===== src/rtl/pulse_stretch.sv =====
// pulse_stretch: stretches single-cycle events into a level of WIDTH clken ticks with a GAP tick off-time.
module pulse_stretch #(
  parameter int   WIDTH    = 16,
  parameter int   GAP      = 2,
  parameter logic RETRIG   = 1'b0,
  parameter logic POLARITY = 1'b1
) (
  input  logic clk,
  input  logic rst,
  input  logic clken,
  input  logic i,
  output logic o,
  output logic busy,
  output logic ovf
);
  localparam int MX = WIDTH > GAP ? WIDTH : GAP;
  localparam int CW = $clog2(MX + 1);
  localparam logic [CW-1:0] WL = CW'(WIDTH);
  localparam logic [CW-1:0] GL = CW'(GAP);
  localparam logic [CW-1:0] ONE = CW'(1);
  typedef enum logic [1:0] {IDLE, ACTIVE, GAPS} state_t;
  state_t state;
  logic [CW-1:0] cnt;
  logic pending;
  logic ev, pend_eff, term;
  // an event that does not retrigger is queued; a second one while queued is dropped
  assign ev = i && state != IDLE && !(RETRIG && state == ACTIVE);
  assign pend_eff = pending | ev;
  assign term = clken && cnt == ONE;
  assign busy = state != IDLE || pending;
  always_ff @(posedge clk) begin
    if (rst) begin
      state <= IDLE;
      cnt <= '0;
      pending <= 1'b0;
      ovf <= 1'b0;
      o <= ~POLARITY;
    end else begin
      if (ev && pending) ovf <= 1'b1;
      case (state)
        IDLE: if (i) begin
          state <= ACTIVE;
          cnt <= WL;
          o <= POLARITY;
        end
        ACTIVE: if (i && RETRIG) cnt <= WL;
        else if (term && GAP > 0) begin
          state <= GAPS;
          cnt <= GL;
          o <= ~POLARITY;
          pending <= pend_eff;
        end else if (term) begin
          state <= pend_eff ? ACTIVE : IDLE;
          cnt <= pend_eff ? WL : '0;
          o <= pend_eff ? POLARITY : ~POLARITY;
          pending <= 1'b0;
        end else begin
          pending <= pend_eff;
          if (clken) cnt <= cnt - ONE;
        end
        GAPS: if (term) begin
          state <= pend_eff ? ACTIVE : IDLE;
          cnt <= pend_eff ? WL : '0;
          o <= pend_eff ? POLARITY : ~POLARITY;
          pending <= 1'b0;
        end else begin
          pending <= pend_eff;
          if (clken) cnt <= cnt - ONE;
        end
        default: state <= IDLE;
      endcase
    end
  end
endmodule


===== config.mk =====
export PLATFORM = sky130hd
export DESIGN_NAME = pulse_stretch
export DESIGN_NICKNAME = d
export VERILOG_FILES = /design/src/rtl/pulse_stretch.sv
export SDC_FILE = /design/constraint.sdc
export NUM_CORES = 1
export LEC_CHECK = 0
export ABC_AREA = 1
export CELL_PAD_IN_SITES_DETAIL_PLACEMENT = 1
export CELL_PAD_IN_SITES_GLOBAL_PLACEMENT = 1
export CORE_UTILIZATION = 39
export CTS_CLUSTER_DIAMETER = 40
export DETAILED_ROUTE_END_ITERATION = 10
export DONT_BUFFER_PORTS = 1
export PLACE_DENSITY = 0.78
export SETUP_SLACK_MARGIN = 0.1
export SLEW_MARGIN = 10
export SYNTH_ARGS = -nofsm -noshare
export SYNTH_HDL_FRONTEND = slang
export SYNTH_SLANG_ARGS = --single-unit

===== constraint.sdc =====
create_clock -name clk -period 1.4 [get_ports clk]
set_clock_uncertainty 0.15 [all_clocks]
set_input_delay 0.07 -clock clk [delete_from_list [all_inputs] [get_ports clk]]
set_output_delay 0.07 -clock clk [all_outputs]
set_load 0.03 [all_outputs]

==> summary.txt, run 1 <==
Status
  – Status: finished, violations left
  – Failing checks: setup timing

Yosys
  – Mapped Nets: around 110
  – Largest family of logic cells by synthesized area: simple AND/OR/NAND/NOR gates
  – Seq/Total Area, Yosys: 0.290
  – XOR/XNOR share of the synthesized area: 0.0254
  – Synth Register Bits: 10
  – Yosys warnings: 0
  – Yosys top cell by area: dfxtp_1
  – Adder-cell share of the synthesized area: 0.127
  – Cells after Synth: 95
  – Compound-cell area share of the yosys netlist: 0.136
  – Post-synth cell types: 22
  – Cell Area, Synth: between 600 and 700 µm²
  – Synthesized area per cell: slightly above 7 µm²
  – Top post-synthesis cells by area: dfxtp_1, ha_1, nand2_1
  – Synth Area in Simple Gates: 0.335
  – Post-synth top area share: 0.290
  – Mux cell area share after synthesis: 0

Setup path
  – Startpoint types: flip-flop
  – Worst setup EP type: flip-flop
  – WP data required: between 1 and 1.5 ns
  – Crit path kind: reg -> reg
  – Crit path max fanout: 7
  – Crit path DAT: 1.62 ns

Die
  – Die Height: ~44 µm
  – Core area: between 1500 and 2000 µm²
  – Initial Util: 0.438
  – Ports: 7
  – Die width: approximately 44 µm
  – Row cnt: 14
  – Die area: just under 2000 µm²

Clocking
  – Longest Clk Path Bufs: 2
  – Root Driver: clkbuf_4
  – Worst skew pair latency: 0.26 ns
  – CTS Sinks: 10
  – CTS tree: yes
  – Htree depth: 1
  – Total CTS buffers: 3
  – Clk slew on worst S/H paths: 0.07 ns

Timing
  – Tightest Pin Transition: 0.331 ns
  – Worst rel slew slack: 0.779
  – Fin worst setup slack: -0.230 ns
  – F_max: 613 MHz
  – Final Cycle Share: 1.16
  – Final hold slack: 0.00555 ns
  – Period minus WS final: roughly 1.6 ns
  – Setup Viol. Count Final: 9
  – Max-slew violation count: 0
  – Final hold vios: 0
  – RSZ-0062 raised after global routing: yes

Routing
  – Drt drc: 0
  – Final ANT Viol Nets: 0
  – 1st-iter DRT viols: 13
  – Total number of vias: 730
  – Via density: around 5.5
  – Post-DR wirelength/cell: roughly 21 µm
  – First-pass DRT Iterations: 4
  – Overall routed net length: approximately 2.8 mm

Cells and area
  – Layout cell share with drive strength beyond 1: 0.496
  – # fillers: 185
  – Final Core Density: 0.653
  – Diodes inserted: 0
  – Synth-to-layout area growth: 49.1%
  – Design area: 1030 µm²
  – Fin nets: 129

Placement
  – Port Buffers: 0
  – Post-DP Area: between 700 and 800 µm²
  – Post-DP HPWL: 1.53 mm
  – GPL Wtd Cong: approximately 0.82
  – Pre-CTS WS: -0.139 ns

Global routing
  – Initial antenna violation count: 0
  – GRT Overall Usage: 0.299
  – First-pass GRT wire length: a little over 4 mm
  – Vias in the first global route: 816
  – Grt total ovfl: 0
  – Pin count of the biggest net entering global routing: 8

Hold path
  – HP Class: in -> reg

Power and ir drop
  – Pwr Total: ~2.4 mW
  – Peak supply drop: ~0.0011 V
  – P_leak: 0.466 nW
  – Power Dens Cells: 2320 nW/µm²

Job
  – Max Cap Violations: 0
==> layout make-up <==
type                       instances  area [µm²]  area share
tap                               16        20.0      0.0194
timing repair buffer              19         154       0.149
multi-input combinational         71         557       0.541
sequential                        10         209       0.203
inverter                          13        53.8      0.0522
clock buffer                       4        36.3      0.0352
==> critical path, stage by stage (launching register included) <==
cell	delay, ns
dfxtp_4	0.40
inv_4	0.06
ha_4	0.17
a21oi_4	0.24
buf_4	0.16
nand2_1	0.06
xor2_1	0.18
nor2_1	0.08
==> synthesized netlist by cell type <==
master / number
nand2_1: 21
inv_1: 11
dfxtp_1: 10
nor2_1: 9
a21oi_1: 7
ha_1: 7
nand3_1: 7
nand2_2: 4
o21ai_0: 3
inv_2: 2
nand4_1: 2
xor2_1: 2
a21oi_4: 1
buf_6: 1
nand2_4: 1
nand3_4: 1
nor2_4: 1
o211ai_1: 1
o21a_1: 1
o21ai_1: 1
o21bai_1: 1
or2_0: 1
==> repair_timing <==
action                                  CTS  global route
endpoints found under the hold margin    10             0
pin swaps                                 6             5
setup buffers                             4             2
gates resized for setup                  19            14
endpoints found under the setup margin   11            11
gates cloned                              0             0
hold buffers                              3             0
==> power breakdown <==
group | internal (mW) | switching [mW]
combinational | 0.660 | 0.987
clock | 0.158 | 0.0988
sequential | 0.378 | 0.105
==> cell usage in the layout, fill, tap and decap left out, drive strengths merged <==
cell type and count:
nand2 26, buf 16, inv 13, dfxtp 10, nor2 10, nand3 8
a21oi 8, ha 7, o21ai 4, clkbuf 4, dlygate4sd3 3, nand4 2
xor2 2, o21a 1, o21bai 1, o211ai 1, or2 1
==> sequential cells by signal (all words and copies together) (netlist names) <==
name,flops
cnt,5
state,2
o,1
ovf,1
pending,1
==> path summary, 6_finish.rpt <==
path / startpoint / slack (ns) / cells after the start / endpoint
min reg2reg: o$_SDFFE_PP0P_ / 0.38 / 2 / o$_SDFFE_PP0P_
min: clken / 0.006 / 3 / cnt[3]$_SDFFE_PP0P_
max: state[1]$_SDFFE_PP0P_ / -0.23 / 7 / cnt[0]$_SDFFE_PP0P_
max reg2reg: state[1]$_SDFFE_PP0P_ / -0.23 / 7 / cnt[0]$_SDFFE_PP0P_
==> routing by layer <==
metal / part of all wire / routed length [µm] / track usage / vias to the layer above
li1: - / - / - / 351
met5: 0 / 0 / 0 / -
met4: 0.0077 / 22 / 0.127 / 0
met2: 0.51 / 1450 / 0.521 / 17
met1: 0.45 / 1270 / 0.371 / 360
met3: 0.037 / 105 / 0.0367 / 2
==> cell families after synthesis <==
family,Yosys count
AOI/OAI and AO/OA,15
xor gates and xnor gates,2
adders and majority gates,7
buffers and inverters,14
DFF,10
and+or+nand+nor,47
==> metrics by stage <==
step           TNS, ns  cells
2_1_floorplan        0     95
3_3_place_gp    -0.157    120
3_5_place_dp    -0.564    120
4_1_cts         -0.400    131
5_1_grt          -1.58    133
6_report         -1.25    133
(Power assumes the default switching activity.)
==> run 2, diff against run 1 <==
- TNS_END_PERCENT: unset -> 5
==> summary.txt, run 2 (synthesis gave the netlist of run 1 again) <==
Setup path
  – Crit path DAT: 1.57 ns (-0.05 ns)
  – Crit path max fanout: 8 (+1)
  – Startpoint types: flip-flop
  – WP data required: 1.42 ns (+0.03 ns)
  – Critical Path Source: state[0]$_SDFFE_PP0P_
  – Critical R2R Launch: state[0]$_SDFFE_PP0P_
  – Worst Reg-to-Reg Cells: 7 (unchanged)
  – Crit path kind: reg -> reg
  – Worst setup EP type: flip-flop

Placement
  – GPL Wtd Cong: 0.815 (-0.16%)
  – Pre-CTS WS: -0.109 ns (+0.0301 ns)
  – Port Buffers: 0 (unchanged)
  – Post-DP HPWL: 1.41 mm (-7.6%)

Cells and area
  – Layout cell share with drive strength beyond 1: 0.426 (-0.0696)
  – Largest Register: cnt
  – Fin nets: 127 (-1.6%)
  – Commonest non-fill, non-tap cell in the layout: nand2_1
  – Biggest regs: cnt (5), state (2)
  – Commonest non-fill, non-tap cells in the layout: nand2_1, buf_4, inv_1, nand2_2, dfxtp_1
  – Largest register FFs: 5 (unchanged)
  – Final Core Density: 0.600 (-0.0532)
  – Synth-to-layout area growth: 37.0%
  – Diodes inserted: 0 (unchanged)

Timing
  – Period minus WS final: 1.55 ns (-0.0800 ns)
  – F_max: 645 MHz (+5.2%)
  – Fin worst setup slack: -0.150 ns (+0.0800 ns)
  – Tightest Pin Transition: 0.329 ns (-0.00148 ns)
  – Final Cycle Share: 1.11 (-0.0571)
  – Max-slew violation count: 0 (unchanged)
  – Fin Setup TNS: -0.826 ns (+0.420 ns)
  – Worst rel slew slack: 0.780 (+0.00142)
  – Final hold vios: 6 (+6)
  – Final hold slack: -0.316 ns (-0.321 ns)
  – RSZ-0062 raised after global routing: yes
  – Setup Viol. Count Final: 8 (-1)

Routing
  – Via density: 5.44 (-0.84%)
  – First-pass DRT Iterations: 4 (unchanged)
  – 1st-iter DRT viols: 9 (-4)
  – Total number of vias: 713 (-2.3%)
  – Overall routed net length: 2.24 mm (-21%)
  – Drt drc: 0 (unchanged)
  – Final ANT Viol Nets: 0 (unchanged)
  – Post-DR wirelength/cell: 17.1 µm (-20%)

Die
  – Die width: 44.1 µm (unchanged)
  – Die area: 1940 µm² (unchanged)
  – Die Height: 44.1 µm (unchanged)
  – Core area: 1580 µm² (unchanged)
  – Ports: 7 (unchanged)
  – Row cnt: 14 (unchanged)
  – Initial Util: 0.438 (unchanged)

Status
  – Status: finished, violations left
  – Failing checks: hold timing, setup timing

Power and ir drop
  – Peak supply drop: 0.00120 V (+8.4%)
  – P_leak: 0.423 nW (-9.2%)
  – Power Dens Cells: 2200 nW/µm² (-5.1%)
  – Pwr Total: 2.08 mW (-13%)

Clocking
  – CTS tree: yes
  – Clk slew on worst S/H paths: 0.08 ns (about the same)
  – Total CTS buffers: 3 (unchanged)
  – CTS Sinks: 10 (unchanged)
  – Hold buffer count at CTS: 3 (unchanged)
  – Worst skew pair latency: 0.28 ns (+0.02 ns)
  – Htree depth: 1 (unchanged)
  – Longest Clk Path Bufs: 2 (unchanged)
  – Root Driver: clkbuf_4

Global routing
  – Pin count of the biggest net entering global routing: 9 (+1)
  – Vias in the first global route: 754 (-7.6%)
  – Initial antenna violation count: 0 (unchanged)
  – Grt total ovfl: 0 (unchanged)
  – GRT Overall Usage: 0.271 (-0.0288)
  – First-pass GRT wire length: 3.64 mm (-11%)

Hold path
  – Worst Hold Launch: rst
  – Hold depth: 1 (-2)
  – HP Class: in -> reg

Job
  – Max Cap Violations: 0 (unchanged)
## run 2: cell count changes in the layout (fill, tap and decap cells not counted), sizes merged
cell,previous run,this run
buf,16,14
## run 2: worst paths after layout
check,to,slack [ns]
worst max register to register,cnt[0]$_SDFFE_PP0P_,-0.15
worst max-delay path,cnt[0]$_SDFFE_PP0P_,-0.15
worst min-delay path,cnt[1]$_SDFFE_PP0P_,-0.32
worst min register to register,o$_SDFFE_PP0P_,0.32
## run 2: area by class of cell
class | count | area [µm²]
fillers | 190 | 631
well taps | 16 | 20.0
clock buffers | 4 | 36.3
inverters | 13 | 53.8
repair buffers | 17 | 135
flip-flops and latches | 10 | 209
multi-input cells | 71 | 492
## run 2: timing repair
| action | 4_1_cts | 5_1_grt |
|---|---|---|
| pin swaps | 2 | 2 |
| resized for setup | 9 | 11 |
| buffers inserted | 1 | 3 |
| endpoints found under the setup margin | 10 | 11 |
| endpoints found under the hold margin | 10 | 6 |
## run 2: worst max-delay path, cell delays in order, from the launching register on
cell and delay [ns]:
dfxtp_4 0.39, inv_4 0.05, ha_4 0.17, a21oi_4 0.25, buf_4 0.16, nand2_1 0.06
xor2_1 0.15, nor2_1 0.06
## run 2: routing by layer
metal | global-route usage | wire [µm]
met4 | 0.158 | 77
met1 | 0.345 | 1040
met3 | 0.0449 | 48
met5 | 0 | 0
met2 | 0.429 | 1070
## run 2: where the power goes
| group | internal (mW) | switching (mW) |
|---|---|---|
| sequential | 0.376 | 0.0897 |
| clock | 0.158 | 0.125 |
| combinational | 0.554 | 0.776 |
## run 2: through the flow
stage	std cells	instance area, µm²
floorplan	95	711
finish	131	946
detailed placement	120	795
global placement	120	795
global route	131	946
CTS	128	892
